$ cat config.mk
export PLATFORM = sky130hd
export DESIGN_NAME = seq_detect_mealy
export DESIGN_NICKNAME = d
export VERILOG_FILES = /design/src/rtl/seq_detect_pkg.sv /design/src/rtl/seq_detect_mealy.sv
export SDC_FILE = /design/constraint.sdc
export NUM_CORES = 1
export LEC_CHECK = 0
export ABC_AREA = 1
export CELL_PAD_IN_SITES_DETAIL_PLACEMENT = 0
export CELL_PAD_IN_SITES_GLOBAL_PLACEMENT = 1
export CORE_AREA = 2 2 39 41
export CTS_CLUSTER_DIAMETER = 150
export DETAILED_ROUTE_END_ITERATION = 6
export DIE_AREA = 0 0 41 43
export PLACE_DENSITY_LB_ADDON = 0.2
export SETUP_SLACK_MARGIN = 0.15
export SKIP_CTS_REPAIR_TIMING = 1
export SKIP_LAST_GASP = 1
export SLEW_MARGIN = 30
export SYNTH_ARGS = -nofsm -noshare
export SYNTH_HDL_FRONTEND = slang
export SYNTH_SLANG_ARGS = --single-unit
$ cat constraint.sdc
create_clock -name clk -period 1 [get_ports clk]
set_clock_uncertainty 0.2 [all_clocks]
set_input_delay 0.15 -clock clk [delete_from_list [all_inputs] [get_ports clk]]
set_output_delay 0.15 -clock clk [all_outputs]
set_load 0.02 [all_outputs]
$ cat src/rtl/seq_detect_pkg.sv
// Shared helpers for the parametrised Mealy sequence detector: state width and
// elaboration-time KMP transition/failure computation.
package seq_detect_pkg;

   localparam int MAX_LEN = 16;

   typedef enum logic [1:0] {
      STEP_HOLD,
      STEP_CLEAR,
      STEP_SCAN,
      STEP_MATCH
   } step_e;

   function automatic int state_w(input int len);
      return (len <= 2) ? 1 : $clog2(len);
   endfunction

   function automatic logic bit_at(input logic [MAX_LEN:0] v, input int idx);
      logic [MAX_LEN:0] t;
      t = v >> idx;
      return t[0];
   endfunction

   // Longest proper prefix of the pattern equal to a suffix of
   // (first `state` pattern bits followed by b).
   function automatic int kmp_next(input logic [MAX_LEN-1:0] pattern, input int len,
                                   input int state, input logic b);
      logic [MAX_LEN:0] pat;
      logic [MAX_LEN:0] s;
      int best;
      logic ok;
      pat  = {1'b0, pattern};
      s    = '0;
      best = 0;
      for (int i = 0; i < MAX_LEN; i++) begin
         if (i < state)
            s = s | ({{MAX_LEN{1'b0}}, bit_at(pat, len - 1 - i)} << i);
      end
      s = s | ({{MAX_LEN{1'b0}}, b} << state);
      for (int l = 1; l < MAX_LEN; l++) begin
         if (l <= state + 1 && l < len) begin
            ok = 1'b1;
            for (int j = 0; j < MAX_LEN; j++) begin
               if (j < l) begin
                  if (bit_at(s, state + 1 - l + j) != bit_at(pat, len - 1 - j))
                     ok = 1'b0;
               end
            end
            if (ok)
               best = l;
         end
      end
      return best;
   endfunction

   function automatic int kmp_fail(input logic [MAX_LEN-1:0] pattern, input int len);
      return kmp_next(pattern, len, len - 1, pattern[0]);
   endfunction

endpackage

$ cat src/rtl/seq_detect_mealy.sv
// Mealy serial pattern matcher with run-time overlap selection.
// Optional saturating match counter enabled by SEQ_DETECT_MATCH_CNT_EN.
module seq_detect_mealy
   import seq_detect_pkg::*;
#(
   parameter int             LEN     = 4,
   parameter logic [LEN-1:0] PATTERN = 4'b1011,
   parameter int             CNT_W   = 8
) (
   input  logic                    clk,
   input  logic                    resetn,
   input  logic                    en,
   input  logic                    w,
   input  logic                    overlap,
   input  logic                    clear,
   output logic                    z,
   output logic [state_w(LEN)-1:0] y
`ifdef SEQ_DETECT_MATCH_CNT_EN
   ,
   output logic [CNT_W-1:0]        match_cnt
`endif
);

   localparam int                SW    = state_w(LEN);
   localparam logic [MAX_LEN-1:0] PAT16 = MAX_LEN'(PATTERN);
   localparam logic [SW-1:0]      LAST  = SW'(LEN - 1);
   localparam logic [SW-1:0]      F_LEN = SW'(kmp_fail(PAT16, LEN));

   logic [SW-1:0] s_q, s_d;
   logic [SW-1:0] nxt0 [LEN];
   logic [SW-1:0] nxt1 [LEN];
   logic          exp_tbl [LEN];
   step_e         step;

   // Transition table is fixed at elaboration; only lookups happen at run time.
   for (genvar gi = 0; gi < LEN; gi++) begin : g_tbl
      localparam int N0 = kmp_next(PAT16, LEN, gi, 1'b0);
      localparam int N1 = kmp_next(PAT16, LEN, gi, 1'b1);
      assign nxt0[gi]    = SW'(N0);
      assign nxt1[gi]    = SW'(N1);
      assign exp_tbl[gi] = PATTERN[LEN-1-gi];
   end

`ifdef SEQ_DETECT_MATCH_CNT_EN
   logic [CNT_W-1:0] cnt_q, cnt_d;
   assign match_cnt = cnt_q;
`endif

   always_comb begin
      step = STEP_HOLD;
      s_d  = s_q;
      z    = 1'b0;
      if (clear)
         step = STEP_CLEAR;
      else if (en)
         step = (s_q == LAST && w == exp_tbl[s_q]) ? STEP_MATCH : STEP_SCAN;

      case (step)
         STEP_CLEAR: s_d = '0;
         STEP_SCAN:  s_d = w ? nxt1[s_q] : nxt0[s_q];
         STEP_MATCH: begin
            z   = resetn;
            s_d = overlap ? F_LEN : '0;
         end
         default:    s_d = s_q;
      endcase
   end

`ifdef SEQ_DETECT_MATCH_CNT_EN
   always_comb begin
      cnt_d = cnt_q;
      if (clear)
         cnt_d = '0;
      else if (z && cnt_q != {CNT_W{1'b1}})
         cnt_d = cnt_q + 1'b1;
   end
`endif

   always_ff @(posedge clk or negedge resetn) begin
      if (!resetn) begin
         s_q <= '0;
`ifdef SEQ_DETECT_MATCH_CNT_EN
         cnt_q <= '0;
`endif
      end else begin
         s_q <= s_d;
`ifdef SEQ_DETECT_MATCH_CNT_EN
         cnt_q <= cnt_d;
`endif
      end
   end

   assign y = s_q;

endmodule
### After elaboration in Yosys (flattened, before gate mapping)

Cells that the tools add are included.

| word-level totals | value |
|---|---|
| output and inout bits | 3 |
| bits of input ports | 6 |
| logic and storage cells | 26 |
| register bits after elaboration | 2 |

| operators by class | value |
|---|---|
| eq/ne operators | 5 |
| magnitude comparators | 1 |
| bitwise operators | 1 |
| reductions and logical operators | 2 |
| muxes and demuxes | 16 |

Operators by type and width:

| cell | number |
|---|---|
| 2-bit 2-to-1 mux | 7 |
| 2-bit binary-select mux with 2-bit select | 2 |
| 2-bit == test, second input constant | 3 |
| 2-bit case mux with 3 select lines | 1 |
| 1-bit 2-to-1 mux | 5 |
| 3-bit greater-or-equal comparator, second input constant | 1 |
| 2-bit NOT with 3-bit output | 1 |
| 3-bit nonzero test | 1 |
| 1-bit binary-select mux with 2-bit select | 1 |
| 2-bit by 1-bit == test with 1-bit output, second input constant | 1 |
| 1-bit == test | 1 |
| 1-bit logical AND | 1 |

### Longest topological paths before layout

| depth | value |
|---|---|
| word-level depth | 11 |
| gate-level depth with buffers | 4 |
| gate-level depth less buffers | 4 |

### Least setup slack after synthesis

OpenSTA, ideal clock, no wires.

| path | value |
|---|---|
| path type | register to output |
| start point | reg s_q[1] (netlist: y[1]) |
| end point | out z |
| path slack | -279 ps |
| buffers on the path | 0 |
| data required time | 650 ps |
| cell stages (with the launch flop) | 4 |
| arrival time | 929 ps |
| path through | dfrtp_1 -> nand2_2 -> nor2_2 -> and3_1 |

| between the ends | value |
|---|---|
| cells in the longest elaborated chain, start to end | 11 |
| elaborated cells on any way between the ends | 12 |
| those cells by class | eq/ne: 3; mux: 7; bitwise: 1; reduce/logical: 1 |

Ends and longest elaborated chain:

| element | RTL line | text |
|---|---|---|
| from (decl) | seq_detect_mealy.sv:29 | `logic [SW-1:0] s_q, s_d;` |
| from (signal assigned) | seq_detect_mealy.sv:81 | `s_q <= '0;` |
| from (signal assigned) | seq_detect_mealy.sv:86 | `s_q <= s_d;` |
| 2-bit NOT with 3-bit output (implied by the code) | seq_detect_mealy.sv:56 | `step = (s_q == LAST && w == exp_tbl[s_q]) ? STEP_MATCH : STEP_SCAN;` |
| 1-bit binary-select mux with 2-bit select | seq_detect_mealy.sv:56 |  |
| 1-bit 2-to-1 mux (implied by the code) (2 in series) | seq_detect_mealy.sv:56 |  |
| 1-bit == test | seq_detect_mealy.sv:56 |  |
| 1-bit logical AND (*) | seq_detect_mealy.sv:56 |  |
| 1-bit 2-to-1 mux (*) | seq_detect_mealy.sv:56 |  |
| 2-bit 2-to-1 mux (*) | seq_detect_mealy.sv:55 | `else if (en)` |
| 2-bit 2-to-1 mux (*) | seq_detect_mealy.sv:53 | `if (clear)` |
| 2-bit == test (*) | seq_detect_mealy.sv:58 | `case (step)` |
| 1-bit 2-to-1 mux (*) | seq_detect_mealy.sv:58 |  |
| to (decl) | seq_detect_mealy.sv:16 | `output logic z,` |

Every way passes the cells marked *; elsewhere a longest branch is shown, timed or not. The select of a mux whose other input is x is not followed.

### Worst setup path in the final report

| path | value |
|---|---|
| start point | reg s_q[0] (netlist: y[0]) |
| end point | out z |

The elaborated chain is that of the path after synthesis.

==> metrics.log <==
INFO  metric violations_in_the_final_reports = setup timing
INFO  metric synth.cell_area = 136 um^2
INFO  metric top_level_ports = 9
INFO  metric post_drt_wl_per_cell = 7.61 um
INFO  metric power_density = 1010 nW/um^2
INFO  metric critical_path_peak_fanout = 2
INFO  metric setup_slack = -0.370 ns
INFO  metric via_count = 193
INFO  metric clk_pin_slew_worst_paths = 0.03 ns
INFO  metric seq_area_frac_synth = 0.367
INFO  metric layout-drive-gt1-share = 0.526
INFO  metric grt_start_max_net_pins = 6
INFO  metric grt_pass1_vias = 191
INFO  metric grt_setup_unrepaired = yes
INFO  metric die-height = 43 um
INFO  metric tightest_slew = 0.125 ns
INFO  metric post-route-drc-count = 0
INFO  metric largest_register_ffs = 2
INFO  metric dr.pass1.iters = 2
INFO  metric fin_total_pwr = 341 uW
INFO  metric global_route.overflow_total = 0
INFO  metric rows = 14
INFO  metric synth_cell_type_count = 10
INFO  metric timing_max_transition_violations_final = 0
INFO  metric die_area = 1760 um^2
INFO  metric ant_nets = 0
INFO  metric starting_utilization_of_the_core_area = 0.0986
INFO  metric groute.usage.overall = 0.0612
INFO  metric crit_required = 0.65 ns
INFO  metric clk_root_buffer_cell = clkbuf_4
INFO  metric io_buffers = 8
INFO  metric netlist_instances = 20
INFO  metric yosysWarnings = 0
INFO  metric yosys_register_bits = 2
INFO  metric top_achievable_clock_speed = 0.730 GHz
INFO  metric cts-htree-levels = 1
INFO  metric core = 1380 um^2
INFO  metric drt-total-wl = 411 um
INFO  metric fillCellCount = 164
INFO  metric routabilityCongestion = 0.727
INFO  metric power_leakage = 0.000174 uW
INFO  metric nNetsFinal = 46
INFO  metric min_period_over_period = 1.37
INFO  metric synth_nets = 26
INFO  metric timing.setup.critical_path_class = flip-flop to output pin
INFO  metric die-width = 41 um
INFO  metric dp_hpwl = 341 um
INFO  metric multi_input_comb_area = 93.8 um^2
INFO  metric grt_first_pass_wirelength = 676 um
INFO  metric drtIter0Drc = 3
INFO  metric cap_violations = 0
INFO  metric report.final.setup_viol = 5
INFO  metric worstSkewPairLatency = 0.22 ns
INFO  metric n_antenna_cell = 0
INFO  metric combined_flip_flop_and_latch_cell_area = 52.6 um^2
INFO  metric worstPathArrival = 1.02 ns
INFO  metric cts_num_sinks = 2
INFO  metric timing.final.hold_violations = 0
INFO  metric outcome = finished with violations
INFO  metric routed_via_density = 3.57
INFO  metric cts_tree = done
INFO  metric cp-start-kind = flip-flop
INFO  metric synthesis.area_per_instance = 6.82 um^2
INFO  metric worst_setup_path_end_kind = output pin
INFO  metric antenna_found_initial = 0
INFO  metric clock_tree.buffer_depth = 2
INFO  metric cts-buffers-inserted = 3
INFO  metric hold_class = primary input to async pin
INFO  metric pre_cts_slack = -0.964 ns
INFO  metric vdd_ir_drop_max = 0.278 mV
INFO  metric relSlewSlack = 0.916
INFO  metric finalCriticalPeriod = 1.37 ns
INFO  metric syn_to_final_growth = 147%
[critical path: stages, from the launching register on]
cell and delay [ns]:
dfrtp_2 0.35, nand2_2 0.06, nor2_4 0.10, and3_4 0.17, buf_6 0.11
[layer usage]
metal	vias up	track usage	wire (um)
met3	0	0.0314	27
met4	0	0.0600	0
met5	-	0	0
li1	103	-	-
met1	87	0.0579	140
met2	3	0.0875	243
[synth_stat cells (all sizes together)]
cell type,count,area (um^2)
nor2,2,10.0
and3,1,6.26
o21ai,1,5.00
dfrtp,2,50.1
nand2,7,31.3
nand3,4,20.0
inv,2,7.51
nand4,1,6.26
[cells by family after synthesis]
kind of cell           count (synthesis)  share of synthesized area
buffers and inverters                  2                     0.0551
and+or+nand+nor                       15                      0.541
DFF                                    2                      0.367
AOI/OAI and AO/OA                      1                     0.0367
[metrics by stage]
stage	std cells	setup TNS (ns)	util	cell area, um^2	hold slack, ns
floorplan	20	-0.196	-	144	-0.346
CTS	54	-2.53	0.231	319	0.00690
global route	54	-1.25	0.243	337	0.0218
finish	54	-1.02	0.243	337	0.0114
detailed placement	51	-2.47	0.214	297	0.244
global placement	51	-2.46	0.214	297	0.255
[worst paths after layout]
kind	start	endpoint	slack (ns)	cells past startpoint
setup reg to reg	y[0]	y[1]	-0.11	4
min in group clk	clear	y[1]	0.13	5
hold / removal	resetn	y[0]	0.01	2
setup / recovery	y[0]	z	-0.37	4
max in group asynchronous	resetn	y[1]	0.49	2
hold reg to reg	y[0]	y[0]	0.44	3
[report_power, final]
group,internal [uW],switching [uW]
Combinational,44.8,32.8
Sequential,86.2,2.74
Clock,132,42.1
[cells in the final DEF, fill, tap and decap left out]
cell	Yosys	final
buf_4	0	8
nand2_1	5	5
nand3_1	4	3
clkbuf_4	0	3
dlymetal6s2s_1	0	3
nand2_2	2	2
inv_1	2	2
clkdlybuf4s50_1	0	2
buf_6	0	2
dfrtp_2	0	2
nor2_4	0	1
and3_4	0	1
nand3_2	0	1
nand4_1	1	1
nor2_1	1	1
o21ai_1	1	1
[layout make-up]
| type | count | area share |
|---|---|---|
| Inverter | 2 | 0.0223 |
| Clock buffer | 3 | 0.0669 |
| Sequential cell | 2 | 0.156 |
| Multi-Input combinational cell | 16 | 0.279 |
| Timing Repair Buffer | 15 | 0.416 |
| Tap cell | 16 | 0.0595 |
Power figures use the tool's default switching activity.
